===== config.mk =====
export PLATFORM = sky130hd
export DESIGN_NAME = alu_ctrl_mdu
export DESIGN_NICKNAME = d
export VERILOG_FILES = /design/src/rtl/alu_ctrl_pkg.sv /design/src/rtl/mdu_iter.sv /design/src/rtl/alu_ctrl_mdu.sv
export SDC_FILE = /design/constraint.sdc
export NUM_CORES = 1
export LEC_CHECK = 0
export BUFFER_PORTS_ARGS = -buffer_cell sky130_fd_sc_hd__buf_4
export CAP_MARGIN = 20
export CORE_ASPECT_RATIO = 1.2
export CORE_MARGIN = 5
export CORE_UTILIZATION = 35
export CTS_CLUSTER_SIZE = 25
export DETAILED_ROUTE_END_ITERATION = 6
export PLACE_DENSITY_LB_ADDON = 0.15
export SLEW_MARGIN = 15
export SYNTH_ARGS = -nofsm -noshare
export SYNTH_HDL_FRONTEND = slang
export SYNTH_SLANG_ARGS = --single-unit

===== constraint.sdc =====
create_clock -name clk -period 4.01 [get_ports clk]
set_clock_uncertainty 0.1 [all_clocks]
set_input_delay 0.2005 -clock clk [delete_from_list [all_inputs] [get_ports clk]]
set_output_delay 0.2005 -clock clk [all_outputs]
set_load 0.02 [all_outputs]

===== src/rtl/alu_ctrl_pkg.sv =====
`default_nettype none
// ============================================================================
// alu_ctrl_pkg : ALU control codes, decode field values and MDU FSM encoding
// Rev 1.0
// ============================================================================
package alu_ctrl_pkg;

   localparam logic [3:0] ALU_ADD = 4'b0000;
   localparam logic [3:0] ALU_SUB = 4'b0001;
   localparam logic [3:0] ALU_NOT = 4'b0010;
   localparam logic [3:0] ALU_SL  = 4'b0011;
   localparam logic [3:0] ALU_SR  = 4'b0100;
   localparam logic [3:0] ALU_AND = 4'b0101;
   localparam logic [3:0] ALU_OR  = 4'b0110;
   localparam logic [3:0] ALU_SLT = 4'b0111;
   localparam logic [3:0] ALU_MUL = 4'b1000;
   localparam logic [3:0] ALU_DIV = 4'b1001;

   localparam logic [2:0] ALUOP_RTYPE  = 3'b000;
   localparam logic [2:0] ALUOP_BRANCH = 3'b001;
   localparam logic [2:0] ALUOP_SLTI   = 3'b010;
   localparam logic [2:0] ALUOP_MDU    = 3'b011;

   localparam logic [5:0] FUNCT_ADD = 6'b000000;
   localparam logic [5:0] FUNCT_SUB = 6'b000001;
   localparam logic [5:0] FUNCT_AND = 6'b000010;
   localparam logic [5:0] FUNCT_OR  = 6'b000011;
   localparam logic [5:0] FUNCT_SLT = 6'b000100;
   localparam logic [5:0] FUNCT_SL  = 6'b000101;
   localparam logic [5:0] FUNCT_SR  = 6'b000110;
   localparam logic [5:0] FUNCT_NOT = 6'b000111;

   localparam logic [2:0] MDU_NONE = 3'b000;
   localparam logic [2:0] MDU_MUL  = 3'b001;
   localparam logic [2:0] MDU_DIV  = 3'b010;

   typedef enum logic [1:0] {
      ST_IDLE    = 2'b00,
      ST_MUL_RUN = 2'b01,
      ST_DIV_RUN = 2'b10,
      ST_DONE    = 2'b11
   } mdu_state_e;

   function automatic logic is_mdu_code(input logic [3:0] code);
      return (code == ALU_MUL) || (code == ALU_DIV);
   endfunction

endpackage
`default_nettype wire


===== src/rtl/mdu_iter.sv =====
`default_nettype none
// ============================================================================
// mdu_iter : iterative shift-add multiplier / restoring divider, one step/cycle
// Optional macro ALU_CTRL_MDU_SIGNED_EN selects two's-complement operation.
// Rev 1.0
// ============================================================================
module mdu_iter #(
   parameter int DATA_W = 32
) (
   input  logic              clk,
   input  logic              rst,
   input  logic              start_i,
   input  logic              op_div_i,
   input  logic [DATA_W-1:0] a_i,
   input  logic [DATA_W-1:0] b_i,
   output logic              done_o,
   output logic [DATA_W-1:0] hi_o,
   output logic [DATA_W-1:0] lo_o
);
   localparam int               CNT_W     = $clog2(DATA_W + 1);
   localparam logic [CNT_W-1:0] LAST_STEP = CNT_W'(DATA_W - 1);

   logic [DATA_W-1:0] acc_q, acc_d;
   logic [DATA_W-1:0] qr_q, qr_d;
   logic [DATA_W-1:0] opd_q, opd_d;
   logic [CNT_W-1:0]  cnt_q, cnt_d;
   logic              run_q, run_d;
   logic              div_q, div_d;

   logic [DATA_W-1:0] a_mag, b_mag;
   logic [DATA_W-1:0] addend;
   logic [DATA_W:0]   sum;
   logic [DATA_W:0]   shifted;
   logic              ge;
   logic [DATA_W-1:0] acc_step, qr_step;

`ifdef ALU_CTRL_MDU_SIGNED_EN
   logic neg_a_q, neg_b_q;

   assign a_mag = a_i[DATA_W-1] ? -a_i : a_i;
   assign b_mag = b_i[DATA_W-1] ? -b_i : b_i;

   always_ff @(posedge clk) begin
      if (rst) begin
         neg_a_q <= 1'b0;
         neg_b_q <= 1'b0;
      end else if (start_i) begin
         neg_a_q <= a_i[DATA_W-1];
         neg_b_q <= b_i[DATA_W-1];
      end
   end

   // Quotient/product sign is the XOR of operand signs; remainder follows dividend.
   always_comb begin
      hi_o = acc_step;
      lo_o = qr_step;
      if (div_q) begin
         if (neg_a_q ^ neg_b_q) lo_o = -qr_step;
         if (neg_a_q)           hi_o = -acc_step;
      end else if (neg_a_q ^ neg_b_q) begin
         {hi_o, lo_o} = -{acc_step, qr_step};
      end
   end
`else
   assign a_mag = a_i;
   assign b_mag = b_i;
   assign hi_o  = acc_step;
   assign lo_o  = qr_step;
`endif

   // Multiply: {acc,qr} shifts right, qr starts as the multiplier.
   // Divide:   {acc,qr} shifts left, qr collects quotient bits.
   always_comb begin
      addend  = qr_q[0] ? opd_q : '0;
      sum     = {1'b0, acc_q} + {1'b0, addend};
      shifted = {acc_q, qr_q[DATA_W-1]};
      ge      = shifted >= {1'b0, opd_q};
      if (div_q) begin
         acc_step = ge ? (shifted[DATA_W-1:0] - opd_q) : shifted[DATA_W-1:0];
         qr_step  = {qr_q[DATA_W-2:0], ge};
      end else begin
         acc_step = sum[DATA_W:1];
         qr_step  = {sum[0], qr_q[DATA_W-1:1]};
      end
   end

   assign done_o = run_q && (cnt_q == LAST_STEP);

   always_comb begin
      run_d = run_q;
      div_d = div_q;
      cnt_d = cnt_q;
      acc_d = acc_q;
      qr_d  = qr_q;
      opd_d = opd_q;
      if (start_i) begin
         run_d = 1'b1;
         div_d = op_div_i;
         cnt_d = '0;
         acc_d = '0;
         qr_d  = op_div_i ? a_mag : b_mag;
         opd_d = op_div_i ? b_mag : a_mag;
      end else if (run_q) begin
         acc_d = acc_step;
         qr_d  = qr_step;
         cnt_d = cnt_q + CNT_W'(1);
         if (done_o) run_d = 1'b0;
      end
   end

   always_ff @(posedge clk) begin
      if (rst) begin
         run_q <= 1'b0;
         div_q <= 1'b0;
         cnt_q <= '0;
         acc_q <= '0;
         qr_q  <= '0;
         opd_q <= '0;
      end else begin
         run_q <= run_d;
         div_q <= div_d;
         cnt_q <= cnt_d;
         acc_q <= acc_d;
         qr_q  <= qr_d;
         opd_q <= opd_d;
      end
   end

endmodule
`default_nettype wire


===== src/rtl/alu_ctrl_mdu.sv =====
`default_nettype none
// ============================================================================
// alu_ctrl_mdu : ALU control decoder with multi-cycle MUL/DIV sequencing
// Optional macro ALU_CTRL_MDU_SIGNED_EN makes MUL/DIV two's-complement.
// Rev 1.0
// ============================================================================
module alu_ctrl_mdu
   import alu_ctrl_pkg::*;
#(
   parameter int DATA_W = 32
) (
   input  logic              clk,
   input  logic              rst,
   input  logic              in_valid_i,
   output logic              in_ready_o,
   input  logic [2:0]        alu_op_i,
   input  logic [2:0]        type_i,
   input  logic [5:0]        funct_i,
   input  logic [DATA_W-1:0] op_a_i,
   input  logic [DATA_W-1:0] op_b_i,
   output logic [3:0]        alu_cnt_o,
   output logic              dec_err_o,
   output logic              stall_o,
   output logic              mdu_valid_o,
   output logic [DATA_W-1:0] mdu_hi_o,
   output logic [DATA_W-1:0] mdu_lo_o
);
   logic [3:0]        alu_cnt;
   logic              dec_err;
   mdu_state_e        state_q, state_d;
   logic [DATA_W-1:0] mdu_hi_q, mdu_hi_d;
   logic [DATA_W-1:0] mdu_lo_q, mdu_lo_d;
   logic              mdu_req;
   logic              iter_start;
   logic              iter_div;
   logic              iter_done;
   logic [DATA_W-1:0] iter_hi, iter_lo;
   logic              running;

   always_comb begin : decode
      alu_cnt = ALU_ADD;
      dec_err = 1'b0;
      case (alu_op_i)
         ALUOP_RTYPE: begin
            case (funct_i)
               FUNCT_ADD: alu_cnt = ALU_ADD;
               FUNCT_SUB: alu_cnt = ALU_SUB;
               FUNCT_AND: alu_cnt = ALU_AND;
               FUNCT_OR:  alu_cnt = ALU_OR;
               FUNCT_SLT: alu_cnt = ALU_SLT;
               FUNCT_SL:  alu_cnt = ALU_SL;
               FUNCT_SR:  alu_cnt = ALU_SR;
               FUNCT_NOT: alu_cnt = ALU_NOT;
               default:   dec_err = 1'b1;
            endcase
         end
         ALUOP_BRANCH: alu_cnt = ALU_SUB;
         ALUOP_SLTI:   alu_cnt = ALU_SLT;
         ALUOP_MDU: begin
            case (type_i)
               MDU_NONE: alu_cnt = ALU_ADD;
               MDU_MUL:  alu_cnt = ALU_MUL;
               MDU_DIV:  alu_cnt = ALU_DIV;
               default:  dec_err = 1'b1;
            endcase
         end
         default: dec_err = 1'b1;
      endcase
   end

   assign mdu_req  = in_valid_i && is_mdu_code(alu_cnt);
   assign iter_div = (alu_cnt == ALU_DIV);

   always_comb begin : fsm_next
      state_d    = state_q;
      mdu_hi_d   = mdu_hi_q;
      mdu_lo_d   = mdu_lo_q;
      iter_start = 1'b0;
      case (state_q)
         ST_IDLE, ST_DONE: begin
            state_d = ST_IDLE;
            if (mdu_req) begin
               // Divide by zero never enters the iterative engine.
               if (iter_div && (op_b_i == '0)) begin
                  state_d  = ST_DONE;
                  mdu_hi_d = op_a_i;
                  mdu_lo_d = '1;
               end else begin
                  iter_start = 1'b1;
                  state_d    = iter_div ? ST_DIV_RUN : ST_MUL_RUN;
               end
            end
         end
         ST_MUL_RUN, ST_DIV_RUN: begin
            if (iter_done) begin
               state_d  = ST_DONE;
               mdu_hi_d = iter_hi;
               mdu_lo_d = iter_lo;
            end
         end
         default: state_d = ST_IDLE;
      endcase
   end

   always_ff @(posedge clk) begin
      if (rst) begin
         state_q  <= ST_IDLE;
         mdu_hi_q <= '0;
         mdu_lo_q <= '0;
      end else begin
         state_q  <= state_d;
         mdu_hi_q <= mdu_hi_d;
         mdu_lo_q <= mdu_lo_d;
      end
   end

   mdu_iter #(
      .DATA_W (DATA_W)
   ) u_mdu_iter (
      .clk      (clk),
      .rst      (rst),
      .start_i  (iter_start),
      .op_div_i (iter_div),
      .a_i      (op_a_i),
      .b_i      (op_b_i),
      .done_o   (iter_done),
      .hi_o     (iter_hi),
      .lo_o     (iter_lo)
   );

   assign running     = (state_q == ST_MUL_RUN) || (state_q == ST_DIV_RUN);
   assign in_ready_o  = !running;
   assign stall_o     = running;
   assign mdu_valid_o = (state_q == ST_DONE);
   assign alu_cnt_o   = alu_cnt;
   assign dec_err_o   = dec_err;
   assign mdu_hi_o    = mdu_hi_q;
   assign mdu_lo_o    = mdu_lo_q;

endmodule
`default_nettype wire


==> impl_metrics.env <==
export IMPL_status="complete, no violations"
export IMPL_grt_pass1_vias=12100
export IMPL_fin_util=0.438
export IMPL_yosysTopAreaCell="dfxtp_1"
export IMPL_synth_area_top_cells="dfxtp_1, a21oi_1, ha_1"
export IMPL_tightest_slew_ns=0.941
export IMPL_ant_nets=0
export IMPL_cp_arrival_ns=4.02
export IMPL_worstSetupEndpointType="flip-flop"
export IMPL_vias_per_cell=5.53
export IMPL_hold_start="op_b_i[5]"
export IMPL_tns_ns=0
export IMPL_setup_slack_ns=0.224
export IMPL_row_count=74
export IMPL_num_io_pins=151
export IMPL_final_max_slew_viol_count=0
export IMPL_grt_pass1_wl_microns=69100
export IMPL_ff2ff_setup_slack_ns=0.22
export IMPL_top_layer="met5"
export IMPL_post_drt_wl_per_cell_microns=19.5
export IMPL_clock_latency_ns=0.45
export IMPL_synth_compound_gate_area_share=0.269
export IMPL_hold_class="primary input to flip-flop"
export IMPL_dr_wl_met3_microns=2260
export IMPL_finalHoldViolations=0
export IMPL_dr_wl_met2_microns=20500
export IMPL_p_per_area_mw_per_mm2=322
export IMPL_synth_simple_area_share=0.217
export IMPL_synth_xor_xnor_area_share=0.0399
export IMPL_synth_top_cell_area_share=0.282
export IMPL_finalCritPeriodShare=0.944
export IMPL_synth_top_family_by_area="compound AO/OA/AOI/OAI gates"
export IMPL_yosysWarnings=0
export IMPL_reg2reg_to="mdu_hi_o[9]"
export IMPL_synth_edf_count=0
export IMPL_critPathCapture="mdu_hi_o[9]"
export IMPL_post_place_ws_ns=0.221
export IMPL_syn_inst=1637
export IMPL_routabilityCongestion=0.919
export IMPL_max_cap_violations=0
export IMPL_synthAdderAreaFrac=0.0717
export IMPL_cts_sinks=170
export IMPL_vdd_drop_max_mv=0.332
export IMPL_power_mw=4.80
export IMPL_grt_usage=0.223
export IMPL_r2r_worst_path_cells=12
export IMPL_ys_seq_area_frac=0.282
export IMPL_port_buffers=150
export IMPL_die_area_sq_mm=0.0384
export IMPL_syn_mean_instance_area_sq_um=7.38
export IMPL_dieHeight_microns=214
export IMPL_drive_gt1_frac=0.144
export IMPL_grt_overflow_total=0
export IMPL_chipWidth_microns=180
export IMPL_remaining_drc_errors=0
export IMPL_synthFlopType="dfxtp_1"
export IMPL_worstPathMaxFanout=11
export IMPL_post_cts_buffers=0
export IMPL_yosysMostFrequentCell="nor2_1"
export IMPL_crit_required_ns=4.25
export IMPL_netlist_top_cells_count="nor2_1, nand2_1, a21oi_1"
export IMPL_period_needed_ns=3.79
export IMPL_rsz0062_at_grt="no"
export IMPL_nNetsFinal=1936
export IMPL_ys_async_sr_fraction=0
export IMPL_synth_area_sq_mm=0.0121
export IMPL_ys_seq_elements=170
export IMPL_cts_buffer_depth=2
export IMPL_cts_tree="built"
export IMPL_total_leakage_power_nw=6.12
export IMPL_core_area_sq_mm=0.0341
export IMPL_detail_route_iter0_violations=992
export IMPL_via_count=12500
export IMPL_wl_met1_microns=20200
export IMPL_clockRootBuffer="clkbuf_16"
export IMPL_area_delta_synth_final_pct=23.4
export IMPL_antenna_found_initial=1
export IMPL_clk_transition_reported_paths_ns=0.07
export IMPL_drt_pre_antenna_iters=5
export IMPL_synth_cell_type_count=79
export IMPL_crit_start="u_mdu_iter.opd_q[7]"
export IMPL_h_tree_depth=4
export IMPL_crit_path_start_kind="flip-flop"
export IMPL_dp_hpwl_microns=32700
export IMPL_antenna_cells=0
export IMPL_synthMuxAreaShare=0.0620
export IMPL_slew_headroom=0.372
export IMPL_setup_viol=0
export IMPL_synthesis_nets=1784
export IMPL_grt_max_degree=85
export IMPL_fmax_mhz=264
export IMPL_timing_rr_start="u_mdu_iter.opd_q[7]"
export IMPL_start_util=0.355
export IMPL_wl_microns=44000
export IMPL_cts_buffers=17
export IMPL_crit_type="flip-flop to flip-flop"
sequential cells by signal, indices dropped and copies added (netlist names):
register,flops
mdu_hi_o,32
u_mdu_iter.opd_q,32
mdu_lo_o,32
u_mdu_iter.cnt_q,6
u_mdu_iter.run_q,1
u_mdu_iter.div_q,1
state_q,2
u_mdu_iter.acc_q,32
u_mdu_iter.qr_q,32
final cells by class:
cell class | count | area (sq um)
Timing Repair Buffer | 259 | 2120
Sequential cell | 170 | 3410
Tap cell | 456 | 571
Clock inverter | 11 | 143
Fill cell | 3620 | 19200
Multi-Input combinational cell | 1286 | 8000
Clock buffer | 21 | 460
Inverter | 55 | 206
layout by cell type (no fill, tap or decap), types with 4 or more instances in the layout:
| cell type | count |
|---|---|
| and2_1 | 35 |
| buf_4 | 192 |
| o21ai_0 | 52 |
| ha_1 | 65 |
| inv_1 | 55 |
| nand3_1 | 27 |
| mux2_2 | 4 |
| nor2_1 | 217 |
| a21o_1 | 29 |
| or3_1 | 9 |
| mux2i_1 | 67 |
| nand4_1 | 21 |
| a211oi_1 | 18 |
| a2111oi_0 | 4 |
| o21bai_1 | 11 |
| a311oi_1 | 65 |
| xnor2_1 | 36 |
| dfxtp_1 | 168 |
| o21a_1 | 12 |
| o211ai_1 | 7 |
| nor4_1 | 13 |
| nand2b_1 | 11 |
| nor3_1 | 12 |
| and4_1 | 7 |
| dlygate4sd3_1 | 66 |
| o221ai_1 | 4 |
| nand2_1 | 213 |
| and3_1 | 7 |
| a21oi_1 | 207 |
| xor2_1 | 19 |
| a31oi_1 | 27 |
| o22ai_1 | 4 |
| clkbuf_16 | 17 |
| or2_2 | 4 |
worst max-delay path, cell delays in order (launching register included):
cell       delay [ns]
dfxtp_1          0.41
inv_1            0.06
ha_1             0.37
and2_1           0.20
and3_1           0.25
nand4_1          0.18
nand3_1          0.10
a211oi_1         0.69
o21ai_4          0.28
mux2_1           0.39
o21ai_1          0.26
a2111oi_0        0.15
a31o_1           0.23
what timing repair did:
item                                   CTS  global route
hold buffers                            66             0
endpoints found under the hold margin   50             0
gates resized for setup                  0             1
setup endpoints to repair                0             1
worst min path at each step:
| stage | to | slack (ns) | cells past startpoint |
|---|---|---|---|
| 2_1_floorplan | u_mdu_iter.qr_q[0] | 0.26 | 2 |
| 3_3_place_gp | mdu_hi_o[11] | 0.36 | 1 |
| 3_5_place_dp | mdu_hi_o[11] | 0.37 | 1 |
| 4_1_cts | mdu_hi_o[20] | 0.001 | 3 |
| 5_1_grt | u_mdu_iter.qr_q[24] | 0.02 | 2 |
| 6_report | u_mdu_iter.opd_q[5] | 0.03 | 3 |
logic make-up (layout without fill, tap and decap cells):
logic type / count (synthesis) / after routing
compound gates: 497 / 497
buf+inv: 181 / 346
xor+xnor: 55 / 55
flops: 170 / 170
simple gates: 592 / 592
mux: 74 / 74
fa+ha+maj: 68 / 68
per-stage QoR:
| stage | hold slack, ns | cells | cell area, sq um |
|---|---|---|---|
| 6_report | 0.0297 | 2258 | 14900 |
| 5_1_grt | 0.0238 | 2258 | 14900 |
| 3_3_place_gp | 0.364 | 2160 | 13600 |
| 2_1_floorplan | 0.259 | 1637 | 12100 |
| 4_1_cts | 0.00146 | 2258 | 14900 |
| 3_5_place_dp | 0.373 | 2160 | 13600 |
power by group:
part / internal [mW] / switching (mW)
clock network: 1.01 / 0.731
registers: 1.75 / 0.0455
logic: 0.467 / 0.799
metal layers:
metal  up-vias  GRT usage
li1       6182          -
met1      5898      0.301
met2       338      0.371
met3        63     0.0356
met4         2     0.0675
met5         -          0
(Power assumes the default switching activity.)
